[src/rtl/sync_fifo_lvl.sv]
// Synchronous FIFO with registered occupancy level, almost-full/empty and sticky error flags.
// Define SYNC_FIFO_LVL_FWFT_EN for first-word-fall-through reads; default is a registered read port.
module sync_fifo_lvl #(
  parameter int unsigned W      = 4,
  parameter int unsigned B      = 16,
  parameter int unsigned AF_THR = 12,
  parameter int unsigned AE_THR = 3
) (
  input  logic         clk,
  input  logic         rst,
  input  logic         enRd,
  input  logic         enWr,
  input  logic [B-1:0] dataW,
  output logic [B-1:0] dataR,
  output logic         emptyR,
  output logic         fullW,
  output logic         almostEmpty,
  output logic         almostFull,
  output logic [W:0]   level,
  output logic         overflow,
  output logic         underflow
);

  localparam int unsigned DEPTH = 1 << W;
  localparam int unsigned LW    = W + 1;

  logic [B-1:0]  mem_q [DEPTH];
  logic [W-1:0]  wr_ptr_q, wr_ptr_d;
  logic [W-1:0]  rd_ptr_q, rd_ptr_d;
  logic [LW-1:0] level_q, level_d;
  logic          empty_q, empty_d;
  logic          full_q, full_d;
  logic          ae_q, ae_d;
  logic          af_q, af_d;
  logic          ovf_q, ovf_d;
  logic          udf_q, udf_d;
  logic          wr_acc, rd_acc;

  // Acceptance is decided from the registered flags, so a full FIFO never takes a write
  // in the same cycle it frees a slot (and likewise for reads when empty).
  always_comb begin
    wr_acc   = enWr & ~full_q;
    rd_acc   = enRd & ~empty_q;
    wr_ptr_d = wr_ptr_q;
    rd_ptr_d = rd_ptr_q;
    level_d  = level_q;
    ovf_d    = ovf_q;
    udf_d    = udf_q;
    if (wr_acc) wr_ptr_d = wr_ptr_q + W'(1);
    if (rd_acc) rd_ptr_d = rd_ptr_q + W'(1);
    case ({wr_acc, rd_acc})
      2'b10:   level_d = level_q + LW'(1);
      2'b01:   level_d = level_q - LW'(1);
      default: level_d = level_q;
    endcase
    if (enWr && full_q && !rd_acc) ovf_d = 1'b1;
    if (enRd && empty_q)           udf_d = 1'b1;
    // Flags derive from the next level so they change on the same edge as level.
    empty_d = (level_d == LW'(0));
    full_d  = (level_d == LW'(DEPTH));
    ae_d    = (level_d <= LW'(AE_THR));
    af_d    = (level_d >= LW'(AF_THR));
  end

  always_ff @(posedge clk) begin
    if (rst) begin
      wr_ptr_q <= '0;
      rd_ptr_q <= '0;
      level_q  <= '0;
      empty_q  <= 1'b1;
      full_q   <= 1'b0;
      ae_q     <= 1'b1;
      af_q     <= 1'b0;
      ovf_q    <= 1'b0;
      udf_q    <= 1'b0;
    end else begin
      wr_ptr_q <= wr_ptr_d;
      rd_ptr_q <= rd_ptr_d;
      level_q  <= level_d;
      empty_q  <= empty_d;
      full_q   <= full_d;
      ae_q     <= ae_d;
      af_q     <= af_d;
      ovf_q    <= ovf_d;
      udf_q    <= udf_d;
    end
  end

  // Storage is not cleared by reset; only the pointers are.
  always_ff @(posedge clk) begin
    if (!rst && wr_acc) mem_q[wr_ptr_q] <= dataW;
  end

`ifdef SYNC_FIFO_LVL_FWFT_EN
  assign dataR = empty_q ? '0 : mem_q[rd_ptr_q];
`else
  logic [B-1:0] data_r_q, data_r_d;

  always_comb begin
    data_r_d = data_r_q;
    if (rd_acc) data_r_d = mem_q[rd_ptr_q];
  end

  always_ff @(posedge clk) begin
    if (rst) data_r_q <= '0;
    else     data_r_q <= data_r_d;
  end

  assign dataR = data_r_q;
`endif

  assign level       = level_q;
  assign emptyR      = empty_q;
  assign fullW       = full_q;
  assign almostEmpty = ae_q;
  assign almostFull  = af_q;
  assign overflow    = ovf_q;
  assign underflow   = udf_q;

endmodule

[config.mk]
export PLATFORM = sky130hd
export DESIGN_NAME = sync_fifo_lvl
export DESIGN_NICKNAME = d
export VERILOG_FILES = /design/src/rtl/sync_fifo_lvl.sv
export SDC_FILE = /design/constraint.sdc
export NUM_CORES = 1
export LEC_CHECK = 0
export ABC_AREA = 1
export CORE_UTILIZATION = 65
export DETAILED_ROUTE_END_ITERATION = 8
export GPL_ROUTABILITY_DRIVEN = 0
export GPL_TIMING_DRIVEN = 1
export PLACE_DENSITY = 0.94
export SKIP_CTS_REPAIR_TIMING = 1
export SYNTH_ARGS = -nofsm -noshare
export SYNTH_HDL_FRONTEND = slang
export SYNTH_SLANG_ARGS = --single-unit
export TNS_END_PERCENT = 50
[constraint.sdc]
create_clock -name clk -period 7.9 [get_ports clk]
set_input_delay 1.58 -clock clk [delete_from_list [all_inputs] [get_ports clk]]
set_output_delay 1.58 -clock clk [all_outputs]
set_load 0.02 [all_outputs]
==> results of run 1 <==
-- path summary, 6_finish.rpt --
path / end / cells past startpoint
hold reg to reg: underflow$_SDFFE_PP0P_ / 2
setup reg to reg: dataR[14]$_SDFFE_PP0N_ / 9
setup / recovery: emptyR$_SDFF_PP1_ / 15
hold / removal: underflow$_SDFFE_PP0P_ / 2
-- critical path, cell delays in order --
cell	delay [ps]
sky130_fd_sc_hd__clkdlybuf4s50_1	480
sky130_fd_sc_hd__inv_1	70
sky130_fd_sc_hd__nor2_4	780
sky130_fd_sc_hd__ha_1	480
sky130_fd_sc_hd__nand2_1	150
sky130_fd_sc_hd__inv_1	90
sky130_fd_sc_hd__nor2_1	60
sky130_fd_sc_hd__ha_1	170
sky130_fd_sc_hd__a21oi_1	160
sky130_fd_sc_hd__inv_1	100
sky130_fd_sc_hd__nand2_1	80
sky130_fd_sc_hd__nand3_1	60
sky130_fd_sc_hd__o21ai_0	150
sky130_fd_sc_hd__nand4_1	180
sky130_fd_sc_hd__o21bai_1	170
-- per-layer routing --
| layer | vias up | GRT usage |
|---|---|---|
| li1 | 3554 | - |
| met1 | 3934 | 0.415 |
| met2 | 795 | 0.553 |
| met3 | 189 | 0.0767 |
| met4 | 0 | 0.199 |
| met5 | - | 0 |
-- stage by stage --
step / cells / setup WS, ps / area [um^2] / hold slack [ps] / util
global route: 1260 / 3300 / 13200 / 528 / 0.759
CTS: 1260 / 3680 / 13200 / 475 / 0.759
floorplan: 979 / 4260 / 11600 / 491 / -
detailed placement: 1210 / 3170 / 12300 / 461 / 0.707
global placement: 1210 / 3390 / 12300 / 445 / 0.707
finish: 1260 / 3590 / 13200 / 470 / 0.759
-- cell usage after synthesis (all sizes together) --
| library cell | count |
|---|---|
| buf | 32 |
| clkbuf | 27 |
| nand4 | 1 |
| xnor2 | 1 |
| o211ai | 36 |
| o21bai | 1 |
| inv | 44 |
| dfxtp | 35 |
| a31oi | 1 |
| a21oi | 9 |
| nand2 | 44 |
| nand3 | 35 |
| ha | 8 |
| o22ai | 24 |
| nor2 | 246 |
| nor3 | 10 |
| o21ai | 163 |
| edfxtp | 256 |
| o221ai | 4 |
| xor2 | 2 |
-- power breakdown --
| group | internal, mW | switching (mW) | total [mW] | leakage, nW |
|---|---|---|---|---|
| clock | 0.767 | 0.547 | 1.31 | 0.430 |
| sequential | 1.71 | 0.0626 | 1.78 | 2.59 |
| combinational | 0.183 | 0.363 | 0.546 | 1.52 |
-- flip-flops by register name, indices dropped and copies added, names as in the netlist --
register / flops
emptyR: 1
underflow: 1
dataR: 16
almostFull: 1
fullW: 1
rd_ptr_q: 4
overflow: 1
level: 5
wr_ptr_q: 4
mem_q: 256
almostEmpty: 1
-- logic make-up (layout without fill, tap and decap cells) --
family,Yosys count,after routing,synth area share
AND/OR/NAND/NOR,336,336,0.114
adder cells (fa/ha/maj),8,8,0.00862
AO/OA/AOI/OAI,238,238,0.114
buffers and inverters,103,159,0.0388
XOR/XNOR,3,3,0.00226
flip-flops,291,291,0.722
-- area by class of cell --
class | instances | area share
sequential | 291 | 0.637
multi-input combinational | 585 | 0.215
clock buffer | 40 | 0.0581
timing repair buffer | 65 | 0.0458
tap | 225 | 0.0214
inverter | 44 | 0.0126
clock inverter | 10 | 0.00979
-- layout by cell type, fill, tap and decap left out --
cell	count
sky130_fd_sc_hd__a21oi_1	9
sky130_fd_sc_hd__a31oi_1	1
sky130_fd_sc_hd__buf_4	19
sky130_fd_sc_hd__bufinv_16	3
sky130_fd_sc_hd__clkbuf_1	9
sky130_fd_sc_hd__clkbuf_16	27
sky130_fd_sc_hd__clkbuf_8	4
sky130_fd_sc_hd__clkdlybuf4s50_1	46
sky130_fd_sc_hd__clkinv_1	2
sky130_fd_sc_hd__clkinv_2	3
sky130_fd_sc_hd__clkinvlp_2	1
sky130_fd_sc_hd__clkinvlp_4	1
sky130_fd_sc_hd__dfxtp_1	34
sky130_fd_sc_hd__dfxtp_4	1
sky130_fd_sc_hd__edfxtp_1	256
sky130_fd_sc_hd__ha_1	8
sky130_fd_sc_hd__inv_1	42
sky130_fd_sc_hd__inv_2	1
sky130_fd_sc_hd__inv_6	1
sky130_fd_sc_hd__nand2_1	44
sky130_fd_sc_hd__nand3_1	35
sky130_fd_sc_hd__nand4_1	1
sky130_fd_sc_hd__nor2_1	242
sky130_fd_sc_hd__nor2_2	3
sky130_fd_sc_hd__nor2_4	1
sky130_fd_sc_hd__nor3_1	2
sky130_fd_sc_hd__nor3_2	8
sky130_fd_sc_hd__o211ai_1	36
sky130_fd_sc_hd__o21ai_0	140
sky130_fd_sc_hd__o21ai_1	23
sky130_fd_sc_hd__o21bai_1	1
sky130_fd_sc_hd__o221ai_1	4
sky130_fd_sc_hd__o22ai_1	24
sky130_fd_sc_hd__xnor2_1	1
sky130_fd_sc_hd__xor2_1	2
==> metrics, run 1 <==
total nets after synthesis=~1000; hold crit path type=register to register; pin count of the biggest net entering global routing=between 70 and 80; static leakage power=about 4.5 nW; Highest Signal Layer=met4; synthesized netlist cell count=slightly below 1000; Routed met3 length=around 4200 um; combined flip-flop and latch cell area=approximately 0.0084 mm^2; Port Buf Inserts=46; critical path launch point type=input pin; post-detailed-routing wire length=between 30000 and 40000 um; post-route clock skew=approximately 27 ps; clock period minus final worst setup slack=about 4300 ps; count of TritonRoute iterations in the first routing pass=9; total count of max-transition violations in the final report=0; area of the placeable core=between 0.015 and 0.02 mm^2; number of buffers created by CTS=27; Starting Density=0.669; synthesized area=between 0.01 and 0.015 mm^2; die outline area=between 0.015 and 0.02 mm^2; total track usage=0.339; DRC marker count from the first detailed-route iteration=roughly 1500; clock latency of the later-clocked register in the worst-skew pair=approximately 550 ps; critical path required time=approximately 8400 ps; wire length on met2=approximately 15000 um; yosys warns=0; element type at the critical path end=register; library cell with the largest summed area after synthesis=sky130_fd_sc_hd__edfxtp_1; number of endpoints with negative hold slack in the final report=0; count of unique library cells instantiated by Yosys=27; Reg clk slew, reported paths=60 ps; share of synthesized area occupied by flip-flops and latches=0.722; Final Total Pwr=~3.6 mW; unrepaired setup endpoints after global routing=false; final setup violation count=0; I/O Pins=47; total negative setup slack=0 ps; maximum clock frequency=between 0.2 and 0.25 GHz; first-pass GRT wire length=45700 um; number of antenna cells inserted=0; combined area of the multi-input logic cells=0.00283 mm^2; Bufs on Longest Clock Path=3; source of the critical timing path=enRd; Crit Reg-Reg Startpoint=rd_ptr_q[1]$_SDFFE_PP0N_; area delta synth->final=13.3%; number of placement rows=48; vias in the first global route=8369; actual slew at the worst max-slew pin=1370 ps; M1 wire length=between 9000 and 10000 um; Residual DRC=0; count of antenna-violating nets left after detailed routing=0; fraction of post-synthesis cell area in the top cell type by area=0.662; leading cell types by total area after synthesis=sky130_fd_sc_hd__edfxtp_1 (66%), sky130_fd_sc_hd__nor2_1 (7.9%), sky130_fd_sc_hd__dfxtp_1 (6.0%); Die X=roughly 140 um; Vert. Die Dim=about 140 um; total of fill cells in the finished design=just under 900; drt wl/cell=about 24 um; TritonCTS Sinks=roughly 290; critical path class=input pin to register; max-cap check violation count=0; outcome=completed; Layout Nets=1042; initial antenna violation count=0; average cell area after synthesis=around 12 um^2; number of vias per cell=6.72; worst setup slack for register-to-register paths=4050 ps; clock tree from TritonCTS=built; Clock Tree Root=sky130_fd_sc_hd__clkbuf_16; ratio of cells with drive above 1 in the final layout=0.0705; half-perimeter wire length after placement=~15000 um; endpoint arrival time on the critical path=around 4800 ps; gr ovfl total=0; PD cells=about 280 mW/mm^2; count of H-tree levels built during CTS=1; register bit total from synthesis=just under 300; biggest fanout along the worst timing path=38; share of the clock period used by the worst path=0.545; max_slew headroom=0.0854; total vias in the final route=between 8000 and 9000; highest ir drop seen on vdd=0.212 mV; beginning of the worst hold path=underflow$_SDFFE_PP0P_
Note: power is estimated with default switching activity, not from simulation.
==> inputs of run 2 (changes only) <==
Settings changed: CORE_UTILIZATION 65 to 54, PLACE_DENSITY 0.94 to 0.85.
Clock period 7.9 ns to 3.7 ns, I/O delays scaled along.
==> run 2 against run 1 <==
Effect of this change: critical path depth unchanged; non-clock buffer count up 15; via count down 6.4%; sequential cell count unchanged; count of clock-buffer cells in the layout down 6; largest power group unchanged; highest routed layer unchanged.
==> metrics, run 2 (synthesized netlist as in run 1, its figures left out) <==
pin count of the biggest net entering global routing=between 70 and 80; critical path class=input pin to register; drt wl/cell=approximately 21 um; hold crit path type=register to register; unrepaired setup endpoints after global routing=false; Die X=between 100 and 150 um; critical path required time=4170 ps; total vias in the final route=7930; Final Instance Count excl. Fillers=between 1000 and 1500; total negative setup slack=0 ps; Reg clk slew, reported paths=approximately 60 ps; actual slew at the worst max-slew pin=775 ps; number of placement rows=53; cell count after placement=1275; die outline area=0.0221 mm^2; cells along the critical path=clkdlybuf4s50_1 > inv_1 > nor2_1 > inv_1 > ha_1 > nor2_1 > nor2_1 > ha_1 > a21oi_1 > inv_1 > nand2_1 > nand3_1 > o21ai_0 > nand4_1 > o21bai_1; clock period minus final worst setup slack=between 2000 and 3000 ps; gr ovfl total=0; Bufs on Longest Clock Path=3; area of the placeable core=about 0.021 mm^2; count of H-tree levels built during CTS=1; number of vias per cell=around 6; number of endpoints with negative hold slack in the final report=0; area delta synth->final=15.3%; most frequent cells in the layout=sky130_fd_sc_hd__edfxtp_1 (256), sky130_fd_sc_hd__nor2_1 (245), sky130_fd_sc_hd__o21ai_0 (140); Port Buf Inserts=46; number of antenna cells inserted=0; first-pass GRT wire length=around 42000 um; count of antenna-violating nets left after detailed routing=0; outcome=completed; critical path launch point type=input pin; static leakage power=roughly 4.7 nW; GRT met2 Usage=0.418; CP top delay family=buffers and inverters; PD cells=577 mW/mm^2; ratio of cells with drive above 1 in the final layout=0.0856; most common library cell in the layout ignoring fill and taps=sky130_fd_sc_hd__edfxtp_1; initial antenna violation count=0; clock tree from TritonCTS=built; TritonCTS Sinks=between 200 and 300; total count of max-transition violations in the final report=0; maximum clock frequency=~0.37 GHz; Layout Nets=approximately 1100; layer with the highest usage after global routing=met2; biggest fanout along the worst timing path=7; share of the clock period used by the worst path=0.726; highest cell delay on the worst timing path=480 ps; DRC marker count from the first detailed-route iteration=around 760; met3 routing resource usage after global routing=0.0377; max_slew headroom=0.483; I/O Pins=47; number of buffers created by CTS=28; clock latency of the later-clocked register in the worst-skew pair=between 500 and 600 ps; Residual DRC=0; Vert. Die Dim=approximately 150 um; Buffers & Inverters on Critical Path=4; max-cap check violation count=0; M1 GR Usage=0.334; register name with the most flops=mem_q; count of TritonRoute iterations in the first routing pass=7; Starting Density=0.551; post-route design area=roughly 0.013 mm^2; area of placed instances=between 0.01 and 0.015 mm^2; post-detailed-routing wire length=roughly 27000 um; Final Total Pwr=between 7 and 8 mW; vias in the first global route=~7700; worst-path cell with the longest stage delay=sky130_fd_sc_hd__clkdlybuf4s50_1; half-perimeter wire length after placement=around 15000 um; Clock Tree Root=sky130_fd_sc_hd__clkbuf_16; highest ir drop seen on vdd=0.474 mV; endpoint arrival time on the critical path=roughly 3200 ps; element type at the critical path end=register; max FFs per register=around 260; worst hold margin=around 480 ps; post-route clock skew=about 14 ps; total track usage=0.254; final setup violation count=0
-- run 2: final cells by class --
type | count | area, um^2
Sequential cell | 291 | 8390
Timing Repair Buffer | 80 | 753
Clock inverter | 17 | 174
Inverter | 44 | 166
Clock buffer | 34 | 743
Multi-Input combinational cell | 585 | 2820
Fill cell | 1494 | 7690
Tap cell | 275 | 344
-- run 2: metal layers --
metal	share of wire	routed length, um	vias up
met5	0	0	-
met4	0.043	1180	0
met3	0.10	2810	103
met2	0.48	13200	460
met1	0.37	10200	3779
li1	-	-	3588
-- run 2: power by group --
part	leakage (nW)	total [mW]	internal, mW	switching (mW)
Clock	0.454	2.83	1.64	1.19
Combinational	1.61	1.15	0.406	0.747
Sequential	2.59	3.75	3.66	0.0930
Total	4.66	7.74	5.71	2.03
-- run 2: worst reg2reg max path: stages, from the launching register on --
cell and delay (ps):
sky130_fd_sc_hd__dfxtp_1 390, sky130_fd_sc_hd__nor2_1 100, sky130_fd_sc_hd__inv_1 160, sky130_fd_sc_hd__ha_1 330
sky130_fd_sc_hd__nand2_1 120, sky130_fd_sc_hd__inv_1 90, sky130_fd_sc_hd__nor2_1 60, sky130_fd_sc_hd__ha_1 180
sky130_fd_sc_hd__a21oi_1 180, sky130_fd_sc_hd__inv_1 80, sky130_fd_sc_hd__nand2_1 70, sky130_fd_sc_hd__nand3_1 60
sky130_fd_sc_hd__o21ai_0 150, sky130_fd_sc_hd__nand4_1 190, sky130_fd_sc_hd__o21bai_1 160
-- run 2: path summary, 6_finish.rpt --
path	startpoint	endpoint	slack, ps	depth (start not counted)
worst max-delay path	enWr	emptyR$_SDFF_PP1_	1020	15
worst min-delay path	underflow$_SDFFE_PP0P_	underflow$_SDFFE_PP0P_	480	2
worst max register to register	fullW$_SDFF_PP0_	emptyR$_SDFF_PP1_	1320	14
worst min register to register	underflow$_SDFFE_PP0P_	underflow$_SDFFE_PP0P_	480	2
-- run 2: metrics by stage --
| stage | util | setup WS, ps |
|---|---|---|
| 3_5_place_dp | 0.592 | 550 |
| 4_1_cts | 0.635 | 1070 |
| 2_1_floorplan | - | 898 |
| 3_3_place_gp | 0.592 | 634 |
| 6_report | 0.635 | 1020 |
| 5_1_grt | 0.635 | 811 |
==> inputs of run 3 (changes only) <==
Clock period 3.7 ns to 2.39 ns, I/O delays scaled along.
==> run 3 against run 2 <==
Effect of this change: count of clock-buffer cells in the layout up 1; highest routed layer is now met5; sequential share of layout area down 1.5 points; sequential power up 54%; clock power up 58%; critical endpoint is now almostFull$_SDFF_PP0_; total power up 58%; sequential cell count unchanged; via count up 2.6%; non-clock buffer count up 20; global-route usage up 0.78 points; largest power group unchanged; wire length up 3.6%; clock skew down 2.7 ps; register-to-register slack worse by 1100 ps.
==> metrics, run 3 (synthesized netlist as in run 1, its figures left out) <==
Port Buf Inserts=46; Residual DRC=0; final core area utilization=0.651; layer with the highest usage after global routing=met2; net switching power=between 3 and 4 mW; post-route clock skew=about 12 ps; critical path launch point type=input pin; clock tree from TritonCTS=built; unrepaired setup endpoints after global routing=false; post-detailed-routing wire length=28300 um; met3 routing resource usage after global routing=0.0405; number of antenna cells inserted=0; Clock Tree Root=sky130_fd_sc_hd__clkbuf_16; gr ovfl total=0; I/O Pins=47; pin count of the biggest net entering global routing=around 130; hold crit path type=register to register; drt wl/cell=21.1 um; max-cap check violation count=0; Buffers & Inverters on Critical Path=4; highest cell delay on the worst timing path=around 490 ps; max FFs per register=about 260; combined flip-flop and latch cell area=between 0.008 and 0.009 mm^2; total vias in the final route=between 8000 and 9000; Bufs on Longest Clock Path=3; number of buffers created by CTS=28; most common library cell in the layout ignoring fill and taps=sky130_fd_sc_hd__edfxtp_1; max_slew headroom=0.518; count of TritonRoute iterations in the first routing pass=5; outcome=completed; Crit Reg-Reg Startpoint=fullW$_SDFF_PP0_; Final Total Pwr=about 12 mW; Layout Nets=1078; M1 GR Usage=0.340; static leakage power=roughly 4.8 nW; highest ir drop seen on vdd=slightly below 0.6 mV; final setup violation count=0; total count of max-transition violations in the final report=0; critical path required time=~2800 ps; PD cells=just under 900 mW/mm^2; total track usage=0.262; ratio of cells with drive above 1 in the final layout=0.106; actual slew at the worst max-slew pin=a little over 700 ps; critical path class=input pin to register; number of endpoints with negative hold slack in the final report=0; clock latency of the later-clocked register in the worst-skew pair=about 540 ps; Die X=149 um; initial antenna violation count=1; most used cell along the critical path=sky130_fd_sc_hd__nand2_1; register name with the most flops=mem_q; share of the clock period used by the worst path=0.941; number of vias per cell=6.04; source of the critical timing path=enWr; worst-path cell with the longest stage delay=sky130_fd_sc_hd__clkdlybuf4s50_1; area delta synth->final=18.2%; most frequent cells in the layout=sky130_fd_sc_hd__edfxtp_1 (256), sky130_fd_sc_hd__nor2_1 (237), sky130_fd_sc_hd__o21ai_0 (140); combinational cell fraction of total power=0.162; count of antenna-violating nets left after detailed routing=0; cells along the critical path=clkdlybuf4s50_1 > inv_1 > nor2_1 > inv_1 > ha_1 > nor2_1 > nor2_1 > ha_1 > a21oi_1 > inv_1 > nand3_1 > nand2_1 > nand2_1 > nand2_1 > nand2_1 > nand2_1 > nand2_1 > nand2_1; internal power=between 9 and 10 mW; DRC marker count from the first detailed-route iteration=roughly 1000; switching share of total power=0.260; TritonCTS Sinks=around 290; count of H-tree levels built during CTS=1; element type at the critical path end=register; fraction of power consumed by sequential logic=0.472; half-perimeter wire length after placement=between 15000 and 20000 um; die outline area=between 0.02 and 0.025 mm^2; endpoint arrival time on the critical path=about 2700 ps; number of placement rows=53; clock period minus final worst setup slack=roughly 2200 ps; vias in the first global route=7991; total of fill cells in the finished design=1436; biggest fanout along the worst timing path=3; relative contribution of the clock network to total power=0.365; maximum clock frequency=0.445 GHz; Reg clk slew, reported paths=~60 ps; CP top delay family=simple AND/OR/NAND/NOR gates; GRT met2 Usage=0.436; beginning of the worst hold path=underflow$_SDFFE_PP0P_; Vert. Die Dim=roughly 150 um; Starting Density=0.551; area of the placeable core=approximately 0.021 mm^2; combined area of the multi-input logic cells=~0.0028 mm^2; first-pass GRT wire length=about 44000 um
run 3: power groups by stage:
stage	combinational (mW)	sequential, mW	clock (mW)
floorplan	1.11	5.96	0
global placement	1.84	5.88	0
detailed placement	1.93	5.89	0
CTS	1.97	5.78	4.51
global route	2.18	5.79	4.69
finish	1.99	5.78	4.47
run 3: final cells by class:
| class | count | area share |
|---|---|---|
| Sequential cell | 291 | 0.611 |
| Multi-Input combinational cell | 585 | 0.207 |
| Timing Repair Buffer | 100 | 0.0767 |
| Clock buffer | 35 | 0.0552 |
| Tap cell | 275 | 0.0251 |
| Clock inverter | 16 | 0.0129 |
| Inverter | 44 | 0.0120 |
run 3: through the flow:
step / hold WS (ps) / setup WS, ps / TNS, ps / instances / instance area [um^2]
after floorplan: 491 / -145 / -9400 / 979 / 11600
after global placement: 449 / -212 / -1200 / 1295 / 12800
after detailed placement: 464 / -367 / -6230 / 1295 / 12800
after CTS: 478 / 165 / 0 / 1346 / 13700
after global routing: 495 / 12.3 / 0 / 1346 / 13700
final: 476 / 141 / 0 / 1346 / 13700
run 3: worst register-to-register path, cell delays in order (launching register included):
cell,delay (ps)
sky130_fd_sc_hd__dfxtp_1,330
sky130_fd_sc_hd__nor2_1,140
sky130_fd_sc_hd__inv_1,80
sky130_fd_sc_hd__ha_1,230
sky130_fd_sc_hd__nor2_1,120
sky130_fd_sc_hd__nor2_1,70
sky130_fd_sc_hd__ha_1,180
sky130_fd_sc_hd__a21oi_1,200
sky130_fd_sc_hd__inv_1,90
sky130_fd_sc_hd__nand3_1,120
sky130_fd_sc_hd__nand2_1,60
sky130_fd_sc_hd__nand2_1,70
sky130_fd_sc_hd__nand2_1,50
sky130_fd_sc_hd__nand2_1,60
sky130_fd_sc_hd__nand2_1,70
sky130_fd_sc_hd__nand2_1,100
sky130_fd_sc_hd__nand2_1,60
run 3: routing by layer:
metal / part of all wire / wire length, um / vias to the layer above
met2: 0.49 / 13800 / 499
met4: 0.043 / 1210 / 2
met1: 0.38 / 10700 / 3893
met3: 0.093 / 2630 / 101
met5: 0.00046 / 13 / -
li1: - / - / 3640
run 3: worst paths after layout:
path	cells past startpoint	slack [ps]	endpoint
worst min-delay path	2	480	underflow$_SDFFE_PP0P_
worst max register to register	16	250	almostFull$_SDFF_PP0_
worst min register to register	2	480	underflow$_SDFFE_PP0P_
worst max-delay path	18	140	almostFull$_SDFF_PP0_
